`config.mk`:
```
export PLATFORM = sky130hd
export DESIGN_NAME = game_flow_ctrl
export DESIGN_NICKNAME = d
export VERILOG_FILES = /design/src/rtl/pong_pkg.sv /design/src/rtl/move_tick_gen.sv /design/src/rtl/game_flow_ctrl.sv
export SDC_FILE = /design/constraint.sdc
export NUM_CORES = 1
export LEC_CHECK = 0
export CORE_MARGIN = 2
export CORE_UTILIZATION = 45
export CTS_CLUSTER_DIAMETER = 50
export DETAILED_ROUTE_END_ITERATION = 16
export PLACE_DENSITY = 0.71
export REMOVE_ABC_BUFFERS = 1
export SLEW_MARGIN = 10
export SYNTH_ARGS = -nofsm -noshare
export SYNTH_HDL_FRONTEND = slang
export SYNTH_SLANG_ARGS = --single-unit
```
`constraint.sdc`:
```
create_clock -name clk -period 2.3 [get_ports clk]
set_clock_uncertainty 0.15 [all_clocks]
set_input_delay 0.575 -clock clk [delete_from_list [all_inputs] [get_ports clk]]
set_output_delay 0.575 -clock clk [all_outputs]
set_load 0.05 [all_outputs]
```
`src/rtl/pong_pkg.sv`:
```
// pong_pkg: state and winner encodings shared by the pong control blocks,
// plus small arithmetic helpers.
package pong_pkg;
  typedef enum logic [1:0] {
    NEW_GAME = 2'd0,
    PLAY     = 2'd1,
    NEW_BALL = 2'd2,
    OVER     = 2'd3
  } state_e;
  localparam logic [1:0] WIN_NONE = 2'b00;
  localparam logic [1:0] WIN_P1   = 2'b01;
  localparam logic [1:0] WIN_P2   = 2'b10;
  localparam logic [1:0] WIN_DRAW = 2'b11;
  function automatic logic [3:0] sat_inc(input logic [3:0] v);
    return (v == 4'hf) ? v : v + 4'd1;
  endfunction
  // Frames per motion step: max(base - sec1, 1) at 5 bits, clamped rather than wrapped
  function automatic logic [3:0] calc_div(input logic [4:0] base, input logic [3:0] sec1);
    logic [4:0] d;
    d = base - {1'b0, sec1};
    return ({1'b0, sec1} >= base) ? 4'd1 : d[3:0];
  endfunction
endpackage

```
`src/rtl/move_tick_gen.sv`:
```
// move_tick_gen: divides frame ticks into one-cycle motion-step pulses.
module move_tick_gen (
  input  logic       clk,
  input  logic       rst,
  input  logic       clr,
  input  logic       frame_tick,
  input  logic [3:0] div,
  output logic       move_en
);
  logic [3:0] cnt_q, cnt_d;
  logic       move_d;
  always_comb begin
    cnt_d  = cnt_q;
    move_d = 1'b0;
    if (clr) cnt_d = '0;
    else if (frame_tick) begin
      // >= so a shrinking divider fires on the next tick instead of wrapping
      move_d = cnt_q >= div - 4'd1;
      cnt_d  = move_d ? '0 : cnt_q + 4'd1;
    end
  end
  always_ff @(posedge clk)
    if (!rst) begin
      cnt_q   <= '0;
      move_en <= 1'b0;
    end else begin
      cnt_q   <= cnt_d;
      move_en <= move_d;
    end
endmodule

```
`src/rtl/game_flow_ctrl.sv`:
```
// game_flow_ctrl: pong game sequencing -- new game, serve hold, play, scoring
// and game-over, with all outputs registered.
module game_flow_ctrl
  import pong_pkg::*;
#(
  parameter int WIN_SCORE    = 7,
  parameter int SERVE_FRAMES = 60,
  parameter int BASE_DIV     = 4
) (
  input  logic       clk,
  input  logic       rst,
  input  logic       start,
  input  logic       frame_tick,
  input  logic       miss1,
  input  logic       miss2,
  input  logic [3:0] sec1,
  output logic [1:0] state,
  output logic       ball_reset,
  output logic       move_en,
  output logic       serve_dir,
  output logic [3:0] score1,
  output logic [3:0] score2,
  output logic [1:0] winner
);
  localparam logic [3:0] WIN        = 4'(WIN_SCORE);
  localparam logic [7:0] SERVE_LAST = 8'(SERVE_FRAMES - 1);
  localparam logic [4:0] BASE       = 5'(BASE_DIV);
  state_e     st_q, st_d;
  logic       start_q, br_q, br_d, dir_q, dir_d, press, p1, p2;
  logic [7:0] srv_q, srv_d;
  logic [3:0] s1_q, s1_d, s2_q, s2_d;
  logic [1:0] win_q, win_d;
  assign press = start & ~start_q;
  always_comb begin
    st_d  = st_q;
    srv_d = '0;
    s1_d  = s1_q;
    s2_d  = s2_q;
    dir_d = dir_q;
    win_d = win_q;
    p1    = 1'b0;
    p2    = 1'b0;
    case (st_q)
      NEW_GAME: begin
        s1_d  = '0;
        s2_d  = '0;
        win_d = WIN_NONE;
        if (press) begin
          st_d  = NEW_BALL;
          dir_d = 1'b1;
        end
      end
      NEW_BALL: begin
        st_d  = (frame_tick && srv_q == SERVE_LAST) ? PLAY : NEW_BALL;
        srv_d = !frame_tick ? srv_q : (srv_q == SERVE_LAST) ? '0 : srv_q + 8'd1;
      end
      PLAY: if (miss1 || miss2) begin
        s1_d = miss2 ? sat_inc(s1_q) : s1_q;
        s2_d = miss1 ? sat_inc(s2_q) : s2_q;
        if (miss1 ^ miss2) dir_d = miss2;
        p1    = s1_d >= WIN;
        p2    = s2_d >= WIN;
        win_d = (p1 && p2) ? WIN_DRAW : p2 ? WIN_P2 : p1 ? WIN_P1 : WIN_NONE;
        st_d  = (p1 || p2) ? OVER : NEW_BALL;
      end
      OVER: if (press) begin
        st_d  = NEW_GAME;
        s1_d  = '0;
        s2_d  = '0;
        win_d = WIN_NONE;
      end
      default: st_d = NEW_GAME;
    endcase
    br_d = st_d != PLAY;
  end
  always_ff @(posedge clk)
    if (!rst) begin
      st_q    <= NEW_GAME;
      start_q <= 1'b1;
      srv_q   <= '0;
      s1_q    <= '0;
      s2_q    <= '0;
      win_q   <= WIN_NONE;
      dir_q   <= 1'b1;
      br_q    <= 1'b1;
    end else begin
      st_q    <= st_d;
      start_q <= start;
      srv_q   <= srv_d;
      s1_q    <= s1_d;
      s2_q    <= s2_d;
      win_q   <= win_d;
      dir_q   <= dir_d;
      br_q    <= br_d;
    end
  // Divider is held clear outside PLAY and on the cycles entering or leaving it
  move_tick_gen u_move (
    .clk        (clk),
    .rst        (rst),
    .clr        (st_q != PLAY || st_d != PLAY),
    .frame_tick (frame_tick),
    .div        (calc_div(BASE, sec1)),
    .move_en    (move_en)
  );
  assign state      = st_q;
  assign ball_reset = br_q;
  assign serve_dir  = dir_q;
  assign score1     = s1_q;
  assign score2     = s2_q;
  assign winner     = win_q;
endmodule
```
======== Yosys cells after proc, flatten, opt, wreduce, memory -nomap -nowiden ========
Cells that the tools add are included.
operators by class
  bitwise logic cells ..................... 5
  reduce and logical (&&, ||, !) cells .... 13
  magnitude comparators ................... 4
  equality and inequality tests ........... 12
  muxes and demuxes ....................... 28
  add/subtract/negate cells ............... 6
operators with widths
  cell                                                                                 count
  4-bit two-way mux                                                                    9
  4-bit one-hot mux with 3 select lines                                                2
  2-bit two-way mux                                                                    8
  4-bit by 1-bit adder with 4-bit output, second input constant                        3
  4-bit by 3-bit greater-or-equal comparator with 1-bit output, second input constant  3
  8-bit by 1-bit adder with 8-bit output, second input constant                        1
  4-bit equality test, second input constant                                           2
  8-bit by 6-bit equality test with 1-bit output, second input constant                1
  8-bit two-way mux                                                                    1
  2-bit inequality test, second input constant                                         4
  2-bit one-hot mux with 4 select lines                                                1
  2-bit one-hot mux with 3 select lines                                                1
  1-bit two-way mux                                                                    5
  2-bit equality test, second input constant                                           2
  4-bit greater-or-equal comparator                                                    1
  2-bit by 1-bit inequality test with 1-bit output, second input constant              2
  4-bit AND reduction                                                                  1
  3-bit by 4-bit subtractor with 4-bit output, first input constant                    1
  4-bit by 1-bit subtractor with 4-bit output, second input constant                   1
  1-bit logical OR                                                                     3
  1-bit NOT                                                                            3
  3-bit AND reduction                                                                  1
  3-bit nonzero test                                                                   1
  3-bit OR reduction                                                                   1
  other kinds (9)                                                                      10
word-level totals
  output and inout port bits .............. 15
  word-level logic and storage cells ...... 78
  flip-flop bits (word level) ............. 28

======== Longest topological paths before layout ========
  depth in word-level cells ............... 11
  mapped depth ............................ 11
  mapped depth without buffers ............ 10

======== Cells and area by module ========
A second synthesis with hierarchy kept.
second synthesis, totals
  cells, all modules ...................... 204
  area total of the unflattened synthesis .. 1,734.2 um^2
by module, submodules not included
  module          area each (um^2)  cells an instance  instances  sequential area each (um^2)
  game_flow_ctrl  1,353.8           164                1          460.4
  move_tick_gen   380.4             40                 1          100.1

======== Worst setup path after synthesis ========
No wires, ideal clock.
  path kind ............................... input -> register
  start point ............................. input port sec1[0]
  end point ............................... register u_move.cnt_q[2]
  setup slack ............................. -198 ps
  data required time ...................... 2,075 ps
  buffers on the path ..................... 1
  arrival ................................. 2,274 ps
  stages .................................. 11
  library setup time ...................... 75 ps
  cells stage by stage .................... inv_1 -> ha_1 -> nand2_1 -> ha_1 -> xor2_1 -> ha_1 -> a2111oi_0 -> or3_1 -> buf_4 -> nand4b_1 -> a31oi_1
on the way
  word-level cells in the longest chain between the ends .. 5
RTL lines
  what                                                                                                                         RTL line                        RTL
  start, declared                                                                                                              game_flow_ctrl.sv:16            input logic [3:0] sec1,
  3-bit by 4-bit subtractor with 4-bit output or 4-bit by 3-bit greater-or-equal comparator with 1-bit output (tied branches)  pong_pkg.sv:20, pong_pkg.sv:21
  4-bit two-way mux (*)                                                                                                        pong_pkg.sv:21                  return ({1'b0, sec1} >= base) ? 4'd1 : d[3:0];
  4-bit by 1-bit subtractor with 4-bit output (*)                                                                              move_tick_gen.sv:18             move_d = cnt_q >= div - 4'd1;
  4-bit greater-or-equal comparator (*)                                                                                        move_tick_gen.sv:18
  4-bit two-way mux (*)                                                                                                        move_tick_gen.sv:19             cnt_d = move_d ? '0 : cnt_q + 4'd1;
  end signal, assigned                                                                                                         move_tick_gen.sv:27             cnt_q <= cnt_d;
  end, declared                                                                                                                move_tick_gen.sv:10             logic [3:0] cnt_q, cnt_d;
Every way passes the cells marked *; elsewhere a longest branch is shown, timed or not.
A chain may end at the register's enable or synchronous reset.

======== Worst setup path after layout ========
  start point ............................. input port sec1[1]
  end point ............................... register u_move.cnt_q[0]
The elaborated chain is that of the path after synthesis.

==> Implementation_results.wiki <==
{| class="wikitable"
! Metric !! Value
|-
| FF+latch count, synth || 28
|-
| Detailed placer's ending HPWL || 2450 microns
|-
| Sequential-to-total area share from yosys stat || 0.335
|-
| Outcome || completed
|-
| Overall power of the completed layout || 0.866 mW
|-
| Clk pin slew, worst setup/hold paths || 0.09 ns
|-
| Hold Vio Cnt, Final || 0
|-
| Final number of max-transition violations || 0
|-
| Initial Utilization || 0.465
|-
| Crit path capture type || register
|-
| Critical path data required time || 2.31 ns
|-
| Htree depth || 1
|-
| Final Critical Period || 2.25 ns
|-
| WL final || 3560 microns
|-
| Total negative slack || 0 ns
|-
| Count of boundary I/O pins || 25
|-
| Post-Synthesis Mean Instance Area || 8.09 sq um
|-
| Slew @ Worst Pin || 0.515 ns
|-
| Average detailed-routed wire length per instance || 12.5 microns
|-
| Non-filler cells in the finished layout || 285
|-
| Vertical extent of the die || 65.0 microns
|-
| Via count of the first global-routing pass || 1319
|-
| Global-route total usage across every layer || 0.170
|-
| Number of library cell types mapped by synthesis || 42
|-
| Worst EP arrival || 2.26 ns
|-
| Number of maximum-capacitance constraint violations || 0
|-
| CTS tree || yes
|-
| Clock insertion delay at the later pin of the skew report || 0.28 ns
|-
| Cell count after placement || 281
|-
| Gp weighted congestion || 0.816
|-
| Relative slew slack || 0.656
|-
| Die span in x || 65.0 microns
|-
| Worst voltage drop across the vdd grid || 0.361 mV
|-
| EDFF count, synth || 0
|-
| Standby leakage power || 0.803 nW
|-
| Starting DRC count in detailed routing || 76
|-
| Summed instance area of the synthesized netlist || 1680 sq um
|-
| TritonCTS buffer count || 3
|-
| Timing-limited maximum frequency || 0.444 GHz
|-
| Count of standard-cell rows || 22
|-
| Synthesis warning total || 0
|-
| Maximum number of pins on one net before global-route repair || 15
|-
| Setup Crit Path Kind || primary input to register
|-
| Power per Cell Area || 403 nW/um^2
|-
| Class of the most critical hold timing path || register to register
|-
| Count of antenna-violating nets left after detailed routing || 0
|-
| Total of endpoints with negative setup slack in the final report || 0
|-
| Number of instances in the synthesized netlist || 207
|-
| Master cell of the clock root buffer || sky130_fd_sc_hd__clkbuf_8
|-
| Syn-to-layout area delta || 28.1%
|-
| Final nets || 260
|-
| Largest fanout of any net on the critical path || 7
|-
| Number of sinks on the clock net || 28
|-
| Maximum clock insertion buffer count || 2
|-
| Fraction of registers with async set/reset || 0
|-
| Via/cell ratio || 5.34
|-
| Total grt overflow || 0
|-
| Wire length of the first global-routing pass || 5770 microns
|-
| Worst setup SP type || primary input
|-
| Top_reg_cell synth || sky130_fd_sc_hd__dfxtp_1
|-
| Area of the die || 4230 sq um
|-
| Post-route DRC violation count || 0
|-
| Number of antenna violations at the first check in global routing || 0
|-
| Count of hold buffers inserted by post-cts repair || 0
|-
| Share of post-route cells with drive strength above 1 || 0.207
|-
| Most common library cell in the layout ignoring fill and taps || sky130_fd_sc_hd__dfxtp_1
|-
| Most used cells in the layout excluding fill and tap cells || 28 x sky130_fd_sc_hd__dfxtp_1, 22 x sky130_fd_sc_hd__buf_4, 20 x sky130_fd_sc_hd__nor2_1, 16 x sky130_fd_sc_hd__nand2_1
|-
| Count of antenna diodes in the layout || 0
|-
| Overall via count from detail_route || 1522
|-
| Number of detailed-routing iterations run before antenna repair || 4
|-
| Tcrit/Tclk final || 0.980
|-
| Buffers on Ports || 24
|-
| CORE AREA || 3610 sq um
|}
## area by class of cell
type                            count  area, sq um
Inverter                           10         37.5
Multi-Input combinational cell    159         1140
Tap cell                           48         60.1
Clock buffer                        3         41.3
Fill cell                         340         1460
Timing Repair Buffer               37          304
Sequential cell                    28          561
## sequential cells by signal (all words and copies together) (netlist names)
register	cells
srv_q	8
score1	4
score2	4
u_move.cnt_q	4
state	2
winner	2
ball_reset	1
serve_dir	1
start_q	1
u_move.move_en	1
## repair_timing
| action | CTS | global route |
|---|---|---|
| setup endpoints to repair | 5 | 8 |
| pin swaps | 7 | 10 |
| resized for setup | 18 | 17 |
| buffers inserted | 1 | 0 |
## where the power goes
part / switching, mW / leakage [nW] / internal [mW]
clock network: 0.148 / 0.0216 / 0.118
logic: 0.0546 / 0.555 / 0.0549
registers: 0.00354 / 0.226 / 0.487
total: 0.206 / 0.803 / 0.659
## critical path, cell delays in order
cell and delay, ns:
sky130_fd_sc_hd__clkbuf_2 0.08, sky130_fd_sc_hd__inv_2 0.04, sky130_fd_sc_hd__ha_4 0.26, sky130_fd_sc_hd__nand2_4 0.05, sky130_fd_sc_hd__ha_4 0.15, sky130_fd_sc_hd__xor2_1 0.16
sky130_fd_sc_hd__ha_2 0.31, sky130_fd_sc_hd__nor3_1 0.04, sky130_fd_sc_hd__or3_4 0.42, sky130_fd_sc_hd__nand3_1 0.11, sky130_fd_sc_hd__a21oi_1 0.06
## synthesized netlist by cell type, types with 2 or more instances
cell	instances	area share
sky130_fd_sc_hd__dfxtp_1	28	0.33
sky130_fd_sc_hd__nor2_1	21	0.047
sky130_fd_sc_hd__nand2_1	17	0.038
sky130_fd_sc_hd__nand2b_1	12	0.045
sky130_fd_sc_hd__o21ai_0	12	0.036
sky130_fd_sc_hd__ha_1	11	0.082
sky130_fd_sc_hd__inv_1	10	0.022
sky130_fd_sc_hd__nand3_1	10	0.030
sky130_fd_sc_hd__nand4_1	8	0.030
sky130_fd_sc_hd__nor2b_1	8	0.030
sky130_fd_sc_hd__a31oi_1	7	0.026
sky130_fd_sc_hd__a21oi_1	6	0.018
sky130_fd_sc_hd__buf_2	5	0.015
sky130_fd_sc_hd__xor2_1	5	0.026
sky130_fd_sc_hd__a21boi_0	3	0.013
sky130_fd_sc_hd__and2_1	3	0.011
sky130_fd_sc_hd__mux2i_1	3	0.018
sky130_fd_sc_hd__nor3_1	3	0.0090
sky130_fd_sc_hd__xnor2_1	3	0.016
sky130_fd_sc_hd__a22oi_1	2	0.0090
sky130_fd_sc_hd__a41oi_1	2	0.010
sky130_fd_sc_hd__and3_1	2	0.0075
sky130_fd_sc_hd__buf_4	2	0.0090
sky130_fd_sc_hd__clkbuf_1	2	0.0045
sky130_fd_sc_hd__nand3b_1	2	0.0090
sky130_fd_sc_hd__nand4b_1	2	0.010
sky130_fd_sc_hd__nor3b_1	2	0.0090
sky130_fd_sc_hd__o211ai_1	2	0.0090
## path summary, 6_finish.rpt
kind	startpoint	cells past startpoint	end	slack [ns]
hold / removal	u_move.cnt_q[0]	2	u_move.cnt_q[0]	0.37
setup / recovery	sec1[1]	11	u_move.cnt_q[0]	0.05
setup reg to reg	u_move.cnt_q[0]	7	u_move.cnt_q[3]	0.32
hold reg to reg	u_move.cnt_q[0]	2	u_move.cnt_q[0]	0.37
## layer usage
layer / global-route usage / share of wire / up-vias / wire length, microns
met5: 0 / 0 / - / 0
met4: 0.0391 / 0.0028 / 0 / 10
met3: 0.0365 / 0.042 / 3 / 150
met2: 0.290 / 0.48 / 25 / 1700
met1: 0.219 / 0.48 / 703 / 1700
li1: - / - / 791 / -
## logic make-up after synthesis
group | after synthesis | share of synthesized area
fa+ha+maj | 11 | 0.0821
flops | 28 | 0.335
mux | 4 | 0.0269
xor+xnor | 8 | 0.0418
buf+inv | 20 | 0.0530
simple gates | 93 | 0.288
compound gates | 43 | 0.173
## per-stage QoR
stage                     worst slack (ns)  cell area [sq um]   util  hold WS (ns)
after floorplan                     -0.186               1620      -         0.329
after global placement              -0.784               1990  0.552         0.346
after detailed placement            -0.869               1990  0.552         0.355
after CTS                          0.00836               2090  0.580         0.373
after global routing               -0.0311               2150  0.595         0.402
final                               0.0455               2150  0.595         0.374
No activity file was read; power rests on OpenSTA's default activity.
